`config.mk`:
```
export PLATFORM = sky130hd
export DESIGN_NAME = mc_control_flat
export DESIGN_NICKNAME = d
export VERILOG_FILES = /design/src/rtl/mc_control_if.sv /design/src/rtl/mc_control.sv /design/src/flat_wrapper.sv
export SDC_FILE = /design/constraint.sdc
export NUM_CORES = 1
export LEC_CHECK = 0
export CORE_UTILIZATION = 41
export CTS_CLUSTER_DIAMETER = 40
export DETAILED_ROUTE_END_ITERATION = 6
export PLACE_DENSITY = 0.85
export SKIP_CTS_REPAIR_TIMING = 1
export SLEW_MARGIN = 20
export SYNTH_ARGS = -nofsm -noshare
export SYNTH_HDL_FRONTEND = slang
export SYNTH_SLANG_ARGS = --single-unit
```
`constraint.sdc`:
```
create_clock -name clk -period 3.15 [get_ports clk]
set_clock_uncertainty 0.1 [all_clocks]
set_input_delay 0.945 -clock clk [delete_from_list [all_inputs] [get_ports clk]]
set_output_delay 0.945 -clock clk [all_outputs]
set_load 0.05 [all_outputs]
```
`src/rtl/mc_control_if.sv`:
```
// mc_control_if
// Bus between the multi-cycle controller and the unified instruction/data
// memory.
//
// Signals:
//   mem_ce_n   chip enable, active-low (controller -> memory)
//   mem_oe_n   read enable, active-low (controller -> memory)
//   mem_we_n   write enable, active-low (controller -> memory)
//   iord       address select: 0 = PC, 1 = ALU result (controller -> datapath mux)
//   mem_ready  memory completes the current access this cycle (memory -> controller)
//
// The master modport is the controller side. The slave modport is the memory side.
interface mc_control_if;
    logic mem_ce_n;
    logic mem_oe_n;
    logic mem_we_n;
    logic iord;
    logic mem_ready;

    modport master (
        output mem_ce_n,
        output mem_oe_n,
        output mem_we_n,
        output iord,
        input  mem_ready
    );

    modport slave (
        input  mem_ce_n,
        input  mem_oe_n,
        input  mem_we_n,
        input  iord,
        output mem_ready
    );
endinterface

```
`src/rtl/mc_control.sv`:
```
// mc_control
// Multi-cycle MIPS control FSM. Each instruction is sequenced through fetch,
// decode, execute, memory and write-back. A single memory port is shared for
// instruction and data accesses. Waits on the memory are bounded by a
// timeout. Illegal opcodes and bus timeouts enter a TRAP state, which is left
// on trap_ack.
//
// Parameters:
//   TIMEOUT  maximum cycles spent waiting on mem_ready before a bus error
//            (0 disables the timeout); must be below 2**CNT_W
//   CNT_W    wait-counter width
//   TRAP_EN  1 = illegal opcodes trap, 0 = illegal opcodes retire as NOP
//
// Ports:
//   clk, rst_n        clock, asynchronous active-low reset
//   bus               memory strobes, address select and mem_ready (master side)
//   i_opcode, i_ins   IR[31:26] and IR[5:0]
//   i_alu_zero        ALU zero flag, sampled in EX
//   i_trap_ack        leaves TRAP
//   o_ir_write        load the instruction register
//   o_pc_write        load the program counter
//   o_pc_src          PC source select
//   o_regdst, o_alu_src, o_mem_to_reg, o_reg_write, o_jal   datapath controls
//   o_alu_op          00 add, 01 sub, 10 funct
//   o_trap            high while in TRAP
//   o_trap_cause      registered cause: 00 none, 01 illegal opcode, 10 bus timeout
//   o_retire          one-cycle pulse per completed instruction
//   o_state           current state (debug)
module mc_control #(
    parameter int unsigned TIMEOUT = 15,
    parameter int unsigned CNT_W   = 4,
    parameter bit          TRAP_EN = 1'b1
) (
    input  logic         clk,
    input  logic         rst_n,
    mc_control_if.master bus,
    input  logic [5:0]   i_opcode,
    input  logic [5:0]   i_ins,
    input  logic         i_alu_zero,
    input  logic         i_trap_ack,
    output logic         o_ir_write,
    output logic         o_pc_write,
    output logic [2:0]   o_pc_src,
    output logic         o_regdst,
    output logic         o_alu_src,
    output logic         o_mem_to_reg,
    output logic         o_reg_write,
    output logic         o_jal,
    output logic [1:0]   o_alu_op,
    output logic         o_trap,
    output logic [1:0]   o_trap_cause,
    output logic         o_retire,
    output logic [2:0]   o_state
);

    typedef enum logic [2:0] {
        ST_RST  = 3'd0,
        ST_IF   = 3'd1,
        ST_ID   = 3'd2,
        ST_EX   = 3'd3,
        ST_MEM  = 3'd4,
        ST_WB   = 3'd5,
        ST_TRAP = 3'd6
    } state_t;

    localparam logic [5:0] OP_RTYPE = 6'b000000;
    localparam logic [5:0] OP_LW    = 6'b100011;
    localparam logic [5:0] OP_SW    = 6'b101011;
    localparam logic [5:0] OP_ADDI  = 6'b001000;
    localparam logic [5:0] OP_BEQ   = 6'b000100;
    localparam logic [5:0] OP_BNE   = 6'b000101;
    localparam logic [5:0] OP_J     = 6'b000010;
    localparam logic [5:0] OP_JAL   = 6'b000011;
    localparam logic [5:0] FN_JR    = 6'b001000;

    localparam logic [2:0] PC_PLUS4  = 3'b000;
    localparam logic [2:0] PC_BRANCH = 3'b001;
    localparam logic [2:0] PC_JUMP   = 3'b010;
    localparam logic [2:0] PC_RS     = 3'b011;
    localparam logic [2:0] PC_TRAP   = 3'b100;

    localparam logic [1:0] ALU_ADD   = 2'b00;
    localparam logic [1:0] ALU_SUB   = 2'b01;
    localparam logic [1:0] ALU_FUNCT = 2'b10;

    localparam logic [1:0] CAUSE_NONE    = 2'b00;
    localparam logic [1:0] CAUSE_ILLEGAL = 2'b01;
    localparam logic [1:0] CAUSE_TIMEOUT = 2'b10;

    localparam bit               TIMEOUT_ON  = (TIMEOUT != 0);
    localparam logic [CNT_W-1:0] TIMEOUT_CNT = CNT_W'(TIMEOUT);
    localparam logic [CNT_W-1:0] CNT_MAX     = {CNT_W{1'b1}};

    state_t           r_state;
    logic [CNT_W-1:0] r_count;
    logic [1:0]       r_trap_cause;

    state_t           w_next_state;
    logic [CNT_W-1:0] w_count_next;
    logic [CNT_W-1:0] w_count_inc;
    logic [1:0]       w_trap_cause_next;
    logic             w_timeout;

    logic w_is_rtype;
    logic w_is_lw;
    logic w_is_sw;
    logic w_is_addi;
    logic w_is_beq;
    logic w_is_bne;
    logic w_is_j;
    logic w_is_jal;
    logic w_is_jr;
    logic w_legal;

    // Opcode decode; JR is an R-type encoding that is resolved in ID.
    assign w_is_rtype = (i_opcode == OP_RTYPE);
    assign w_is_lw    = (i_opcode == OP_LW);
    assign w_is_sw    = (i_opcode == OP_SW);
    assign w_is_addi  = (i_opcode == OP_ADDI);
    assign w_is_beq   = (i_opcode == OP_BEQ);
    assign w_is_bne   = (i_opcode == OP_BNE);
    assign w_is_j     = (i_opcode == OP_J);
    assign w_is_jal   = (i_opcode == OP_JAL);
    assign w_is_jr    = w_is_rtype && (i_ins == FN_JR);
    assign w_legal    = w_is_rtype | w_is_lw | w_is_sw | w_is_addi |
                        w_is_beq | w_is_bne | w_is_j | w_is_jal;

    // The counter saturates so that a disabled timeout cannot wrap into a
    // false match later.
    assign w_count_inc = (r_count == CNT_MAX) ? r_count : r_count + CNT_W'(1);

    // The bus error fires only while a memory access is outstanding.
    assign w_timeout = TIMEOUT_ON && (r_count == TIMEOUT_CNT) && !bus.mem_ready;

    always_ff @(posedge clk or negedge rst_n) begin
        if (!rst_n) begin
            r_state      <= ST_RST;
            r_count      <= '0;
            r_trap_cause <= CAUSE_NONE;
        end else begin
            r_state      <= w_next_state;
            r_count      <= w_count_next;
            r_trap_cause <= w_trap_cause_next;
        end
    end

    // Next state and all control outputs. The counter defaults to zero, so it
    // is cleared on every entry into IF/MEM and on every mem_ready. It only
    // advances while a wait state is held.
    always_comb begin
        w_next_state      = ST_RST;
        w_count_next      = '0;
        w_trap_cause_next = r_trap_cause;
        bus.mem_ce_n      = 1'b1;
        bus.mem_oe_n      = 1'b1;
        bus.mem_we_n      = 1'b1;
        bus.iord          = 1'b0;
        o_ir_write        = 1'b0;
        o_pc_write        = 1'b0;
        o_pc_src          = PC_PLUS4;
        o_regdst          = 1'b0;
        o_alu_src         = 1'b0;
        o_mem_to_reg      = 1'b0;
        o_reg_write       = 1'b0;
        o_jal             = 1'b0;
        o_alu_op          = ALU_ADD;
        o_trap            = 1'b0;
        o_retire          = 1'b0;

        case (r_state)
            ST_RST: begin
                w_next_state = ST_IF;
            end

            ST_IF: begin
                if (w_timeout) begin
                    w_trap_cause_next = CAUSE_TIMEOUT;
                    w_next_state      = ST_TRAP;
                end else begin
                    bus.mem_ce_n = 1'b0;
                    bus.mem_oe_n = 1'b0;
                    if (bus.mem_ready) begin
                        o_ir_write   = 1'b1;
                        o_pc_write   = 1'b1;
                        o_pc_src     = PC_PLUS4;
                        w_next_state = ST_ID;
                    end else begin
                        w_count_next = w_count_inc;
                        w_next_state = ST_IF;
                    end
                end
            end

            ST_ID: begin
                if (w_is_j || w_is_jal) begin
                    o_pc_write   = 1'b1;
                    o_pc_src     = PC_JUMP;
                    o_reg_write  = w_is_jal;
                    o_jal        = w_is_jal;
                    o_retire     = 1'b1;
                    w_next_state = ST_IF;
                end else if (w_is_jr) begin
                    o_pc_write   = 1'b1;
                    o_pc_src     = PC_RS;
                    o_retire     = 1'b1;
                    w_next_state = ST_IF;
                end else if (!w_legal) begin
                    if (TRAP_EN) begin
                        w_trap_cause_next = CAUSE_ILLEGAL;
                        w_next_state      = ST_TRAP;
                    end else begin
                        o_retire     = 1'b1;
                        w_next_state = ST_IF;
                    end
                end else begin
                    w_next_state = ST_EX;
                end
            end

            ST_EX: begin
                if (w_is_rtype) begin
                    o_alu_op     = ALU_FUNCT;
                    w_next_state = ST_WB;
                end else if (w_is_addi) begin
                    o_alu_op     = ALU_ADD;
                    o_alu_src    = 1'b1;
                    w_next_state = ST_WB;
                end else if (w_is_lw || w_is_sw) begin
                    o_alu_op     = ALU_ADD;
                    o_alu_src    = 1'b1;
                    w_next_state = ST_MEM;
                end else begin
                    // Only BEQ/BNE remain, because jumps and illegal opcodes
                    // never leave ID towards EX.
                    o_alu_op     = ALU_SUB;
                    o_pc_write   = w_is_beq ? i_alu_zero : !i_alu_zero;
                    o_pc_src     = PC_BRANCH;
                    o_retire     = 1'b1;
                    w_next_state = ST_IF;
                end
            end

            ST_MEM: begin
                bus.iord  = 1'b1;
                o_alu_op  = ALU_ADD;
                o_alu_src = 1'b1;
                if (w_timeout) begin
                    w_trap_cause_next = CAUSE_TIMEOUT;
                    w_next_state      = ST_TRAP;
                end else begin
                    bus.mem_ce_n = 1'b0;
                    bus.mem_oe_n = !w_is_lw;
                    bus.mem_we_n = !w_is_sw;
                    if (bus.mem_ready) begin
                        if (w_is_lw) begin
                            w_next_state = ST_WB;
                        end else begin
                            o_retire     = 1'b1;
                            w_next_state = ST_IF;
                        end
                    end else begin
                        w_count_next = w_count_inc;
                        w_next_state = ST_MEM;
                    end
                end
            end

            ST_WB: begin
                o_reg_write  = 1'b1;
                o_regdst     = w_is_rtype;
                o_mem_to_reg = w_is_lw;
                o_retire     = 1'b1;
                w_next_state = ST_IF;
            end

            ST_TRAP: begin
                o_trap = 1'b1;
                if (i_trap_ack) begin
                    o_pc_write        = 1'b1;
                    o_pc_src          = PC_TRAP;
                    w_trap_cause_next = CAUSE_NONE;
                    w_next_state      = ST_IF;
                end else begin
                    w_next_state = ST_TRAP;
                end
            end

            default: begin
                w_next_state = ST_RST;
            end
        endcase
    end

    assign o_trap_cause = r_trap_cause;
    assign o_state      = r_state;

endmodule

```
`src/flat_wrapper.sv`:
```
// flat-port wrapper written by rule: the top's interface ports become plain ports
module mc_control_flat 
#(
    parameter int unsigned TIMEOUT = 15,
    parameter int unsigned CNT_W   = 4,
    parameter bit          TRAP_EN = 1'b1
)
  (clk, rst_n, i_opcode, i_ins, i_alu_zero, i_trap_ack, o_ir_write, o_pc_write, o_pc_src, o_regdst, o_alu_src, o_mem_to_reg, o_reg_write, o_jal, o_alu_op, o_trap, o_trap_cause, o_retire, o_state, bus_mem_ce_n, bus_mem_oe_n, bus_mem_we_n, bus_iord, bus_mem_ready);
  mc_control_if bus_i ();
  input  logic clk;
  input  logic rst_n;
  input  logic [5:0] i_opcode;
  input  logic [5:0] i_ins;
  input  logic i_alu_zero;
  input  logic i_trap_ack;
  output logic o_ir_write;
  output logic o_pc_write;
  output logic [2:0] o_pc_src;
  output logic o_regdst;
  output logic o_alu_src;
  output logic o_mem_to_reg;
  output logic o_reg_write;
  output logic o_jal;
  output logic [1:0] o_alu_op;
  output logic o_trap;
  output logic [1:0] o_trap_cause;
  output logic o_retire;
  output logic [2:0] o_state;
  output wire logic [$bits(bus_i.mem_ce_n)-1:0] bus_mem_ce_n;
  output wire logic [$bits(bus_i.mem_oe_n)-1:0] bus_mem_oe_n;
  output wire logic [$bits(bus_i.mem_we_n)-1:0] bus_mem_we_n;
  output wire logic [$bits(bus_i.iord)-1:0] bus_iord;
  input wire logic [$bits(bus_i.mem_ready)-1:0] bus_mem_ready;
  assign bus_mem_ce_n = bus_i.mem_ce_n;
  assign bus_mem_oe_n = bus_i.mem_oe_n;
  assign bus_mem_we_n = bus_i.mem_we_n;
  assign bus_iord = bus_i.iord;
  assign bus_i.mem_ready = bus_mem_ready;
  mc_control #(.TIMEOUT(TIMEOUT), .CNT_W(CNT_W), .TRAP_EN(TRAP_EN)) u_core (.clk(clk), .rst_n(rst_n), .bus(bus_i), .i_opcode(i_opcode), .i_ins(i_ins), .i_alu_zero(i_alu_zero), .i_trap_ack(i_trap_ack), .o_ir_write(o_ir_write), .o_pc_write(o_pc_write), .o_pc_src(o_pc_src), .o_regdst(o_regdst), .o_alu_src(o_alu_src), .o_mem_to_reg(o_mem_to_reg), .o_reg_write(o_reg_write), .o_jal(o_jal), .o_alu_op(o_alu_op), .o_trap(o_trap), .o_trap_cause(o_trap_cause), .o_retire(o_retire), .o_state(o_state));
endmodule
```
# Yosys cells after proc, flatten, opt, wreduce, memory -nomap -nowiden
# Cells that the tools add are included.
# Widths: inputs -> output; s select.
# totals
reg_bits	9
latch_bits	0
ramBits	0
rom_bits	0
input_bits	17
out_inout_bits	23
wordCells	115
n_memories	0
# op_classes
add_sub_neg	1
mul	0
div	0
magnitude_cmp	0
n_eq_ne	21
shifts	0
muxes	69
bitwise_logic	7
reduce_logical	14
# ops
operator	count
$mux 3	15
$mux 1	32
$mux 2	10
$pmux 3 s6	1
$mux 4	4
$eq 6x2->1 const B	2
$eq 6x3->1 const B	2
$eq 6x4->1 const B	2
$eq 6x6->1 const B	2
$eq 3x3->1 const B	3
$pmux 3 s3	1
$ne 2x2->1 const B	4
$pmux 1 s4	2
$or 1x1->1	7
$eq 3x2->1 const B	2
$logic_not 6->1	1
$pmux 1 s2	3
$pmux 2 s3	1
$reduce_and 6->1	1
$add 4x1->4 const B	1
$eq 4x4->1 const B	1
$logic_not 1->1	4
$ne 4x3->1 const B	1
$reduce_or 2->1	2
other kinds (6)	8

# Logic depth before layout (Yosys ltp)
# logic_depth
word_depth	12
mapped_depth	5
ltp_nobuf	5

# Least setup slack after synthesis
# No wires, ideal clock.
# synth_timing
kind	input port to output port
start	in bus_mem_ready
end	out o_pc_write
arrival_time_ps	2754
required_ps	2105
path_slack_ps	-649
stages	4
n_path_buf	0
path_cell_list	inv_1 -> nor3_1 -> nor2_1 -> o211ai_1
# synth_between
elab_chain_len	4
word_cells_on_any_way	5
classes_between	mux: 3; reduce/logical: 2
# synth_rtl
item	line_no	rtl
start: declaration	flat_wrapper.sv:33	input wire logic [$bits(bus_i.mem_ready)-1:0] bus_mem_ready;
$logic_not 1->1	mc_control.sv:133	assign w_timeout = TIMEOUT_ON && (r_count == TIMEOUT_CNT) && !bus.mem_ready;
$logic_and 1x1->1	mc_control.sv:133	
$mux 1 (*)	mc_control.sv:176	if (w_timeout) begin
$pmux 1 s4 (*)	mc_control.sv:170	case (r_state)
end: declaration	flat_wrapper.sv:17	output logic o_pc_write;
# Every way passes the cells marked *; elsewhere a longest branch is shown, timed or not.

# Final worst setup path
# layout_timing
start	in i_opcode[5]
end	out o_pc_write
# layout_between
elab_chain_len	6
word_cells_on_any_way	17
classes_between	eq/ne: 6; mux: 7; reduce/logical: 4
# layout_rtl
item	line_no	rtl
start: declaration	flat_wrapper.sv:12	input logic [5:0] i_opcode;
$eq 6x3->1 (tied with other cells)	mc_control.sv:120	assign w_is_beq = (i_opcode == OP_BEQ);
$mux 1 / $logic_or 1x1->1 (equally long branches)	mc_control.sv:236, mc_control.sv:228	
$mux 1	mc_control.sv:228	end else if (w_is_lw || w_is_sw) begin
$mux 1	mc_control.sv:224	end else if (w_is_addi) begin
$mux 1	mc_control.sv:221	if (w_is_rtype) begin
$pmux 1 s4 (*)	mc_control.sv:170	
# Marked as above.

==> metrics.yaml <==
run_status:
  violations: "setup timing"
  status: "complete, but fails checks"
hold_path:
  hold_start: "u_core.r_count[0]"
  holdPathStages: 1
  hold_path.class: "register to register"
sta:
  post-route-period-util_pct: 110
  fin_crit_ns: 3.46
  setup_slack_ns: -0.315
  hold_violations: 0
  setup_viol: 11
  rsz0062_at_grt: "yes"
  slew_violations: 0
  slew-limit-headroom_pct: 67.0
  finalSetupTns_ns: -1.43
  fmax_mhz: 289
  max_slew.worst_pin.slew_ns: 0.494
place:
  numPlacedInstances: 192
  portBuffers: 39
  hpwl_mm: 2.44
  place.gp.congestion: 0.921
  placed_area_um2: 1610
cells_and_area:
  antenna_cells: 0
  drive_gt1_share_pct: 42.5
  finalCoreUtilization_pct: 88.8
  nFillCells: 99
  final_cell_area_um2: 1760
  final_nets: 193
  area_growth_pct: 101
  final_cells: 201
floorplan:
  num_rows: 16
  die_x_um: 48.2
  num_io_pins: 40
  core_area_um2: 1980
  dieArea_um2: 2330
  fp.dieH_um: 48.2
  start_util_pct: 44.2
clocking:
  clkTransAtPathRegs_ns: 0.07
  cts_max_path_buffers: 2
  clk_latency_ns: 0.27
  tritoncts: "yes"
  cts-root-buf: "clkbuf_4"
  numCtsBuffers: 3
  cts_max_level: 1
  clkSinkCount: 9
critical_path:
  startpoint: "i_opcode[5]"
  crit_fanout: 3
  endpoint_kind: "output port"
  worst-setup-path-type: "input pin to output port"
  crit_path_start_kind: "input pin"
  worst_ep_required_time_ns: 2.10
  r2r-start: "u_core.o_state[0]"
  r2r_cells: 6
  worstPathArrival_ns: 2.42
grt:
  grt_max_degree: 18
  grt_antenna_before_repair: 0
  grt_first_pass_wirelength_mm: 4.44
  overflow: 0
  grt_use_total_pct: 27.4
  grt_pass1_vias: 983
logic_synthesis:
  ys.flop_type: "dfrtp_1"
  yosysTopAreaCell: "dfrtp_1"
  synthDistinctLibCells: 47
  syn-num-nets: 124
  synth_top_area_share_pct: 25.7
  avgSynthCellArea_um2: 8.26
  synth_top_cells_by_area: "dfrtp_1 (26%), nor2_1 (5.1%), nand3b_1 (4.3%), nor3_1 (4.0%), a21o_1 (3.4%)"
  ys_top_cells_by_count: "nor2_1 (12), dfrtp_1 (9), nor3_1 (7)"
  seq_area_frac_synth_pct: 25.7
  yosys_warnings: 0
  async_flop_share_pct: 100
  syn_inst: 106
  synth_edf_count: 0
  netlist_area_um2: 876
  synth_seq_cells: 9
  yosysMostFrequentCell: "nor2_1"
pwr:
  p_switching_mw: 0.714
  p_int_mw: 0.606
  p_comb_share_pct: 76.4
  power_leakage_nw: 0.843
  pwr-share-seq_pct: 16.4
  finalPower_mw: 1.32
  powerDensity_nw_per_um2: 750
  switching_share_pct: 54.1
  pwr-share-clk_pct: 7.2
  vdd_ir_drop_max_uv: 869
run:
  maxCapViolations: 0
detailed_routing:
  drcViolationCount: 0
  vias: 1233
  drtIter0Drc: 46
  drt-pass1-iter-count: 4
  final_antenna_net_count: 0
  routed_wirelength_mm: 3.91
  drt-wirelength-per-cell_um: 19.5
  via_per_inst: 6.13
==> power groups by stage <==
stage / clock network, mW / registers, mW / logic [mW]
after detailed placement: 0 / 0.213 / 0.950
after CTS: 0.0945 / 0.212 / 0.954
after floorplan: 0 / 0.260 / 0.532
final: 0.0946 / 0.217 / 1.01
after global placement: 0 / 0.208 / 0.929
after global routing: 0.0981 / 0.221 / 1.05
==> logic make-up (layout without fill, tap and decap cells) <==
group           after synthesis  count (layout)  share of synthesized area [%]
compound gates               25              25                           21.9
xor+xnor                      3               3                           3.00
fa+ha+maj                     1               1                           1.43
buf+inv                       9              77                           4.71
flops                         9               9                           25.7
mux                           1               1                           1.14
simple gates                 58              58                           42.1
==> layer usage <==
metal / wire [µm] / share of wire, % / track usage (%) / vias up
met5: 0 / 0 / 0 / -
met4: 236 / 6.0 / 12.2 / 0
met3: 489 / 12 / 5.19 / 32
met2: 1760 / 45 / 49.1 / 101
met1: 1420 / 36 / 31.4 / 554
li1: - / - / - / 546
==> final timing paths <==
path / slack (ns) / end
setup / recovery: -0.31 / o_pc_write
hold / removal: 0.38 / u_core.r_count[0]
setup reg to reg: 1.29 / u_core.o_trap_cause[0]
hold reg to reg: 0.38 / u_core.r_count[0]
max in group asynchronous: 1.78 / u_core.o_state[1]
min in group asynchronous: 0.87 / u_core.o_trap_cause[0]
==> placed cells by master, fill, tap and decap left out, drive strengths merged, types with 4 or more instances in the layout <==
| master | count |
|---|---|
| inv | 5 |
| buf | 47 |
| nand2b | 4 |
| nand3 | 5 |
| nor3 | 7 |
| nor2 | 13 |
| nand3b | 5 |
| a21o | 4 |
| dlymetal6s2s | 8 |
| clkdlybuf4s50 | 10 |
| dfrtp | 9 |
| clkbuf | 7 |
| nand2 | 5 |
==> through the flow <==
stage | hold WS [ns] | worst slack, ns
floorplan | 0.331 | -0.269
global placement | 0.349 | -0.481
detailed placement | 0.371 | -0.618
CTS | 0.379 | -0.636
global route | 0.400 | -0.371
finish | 0.383 | -0.315
==> worst max-delay path, stage by stage <==
cell and delay [ns]:
buf_8 0.10, buf_4 0.14, and3_4 0.18, o21ai_1 0.25
nand4_1 0.23, o211ai_1 0.35, clkbuf_16 0.24
==> area by class of cell <==
class / count / area (µm²) / share of cell area [%]
timing repair buffer: 68 / 748 / 42.5
multi-input combinational: 88 / 707 / 40.2
sequential: 9 / 225 / 12.8
tap: 27 / 33.8 / 1.92
clock buffer: 4 / 26.3 / 1.49
inverter: 5 / 18.8 / 1.07
==> state kept, by name (all words and copies together), names as in the netlist <==
name,count
u_core.o_trap_cause,2
u_core.o_state,3
u_core.r_count,4
Note: power is estimated with default switching activity, not from simulation.
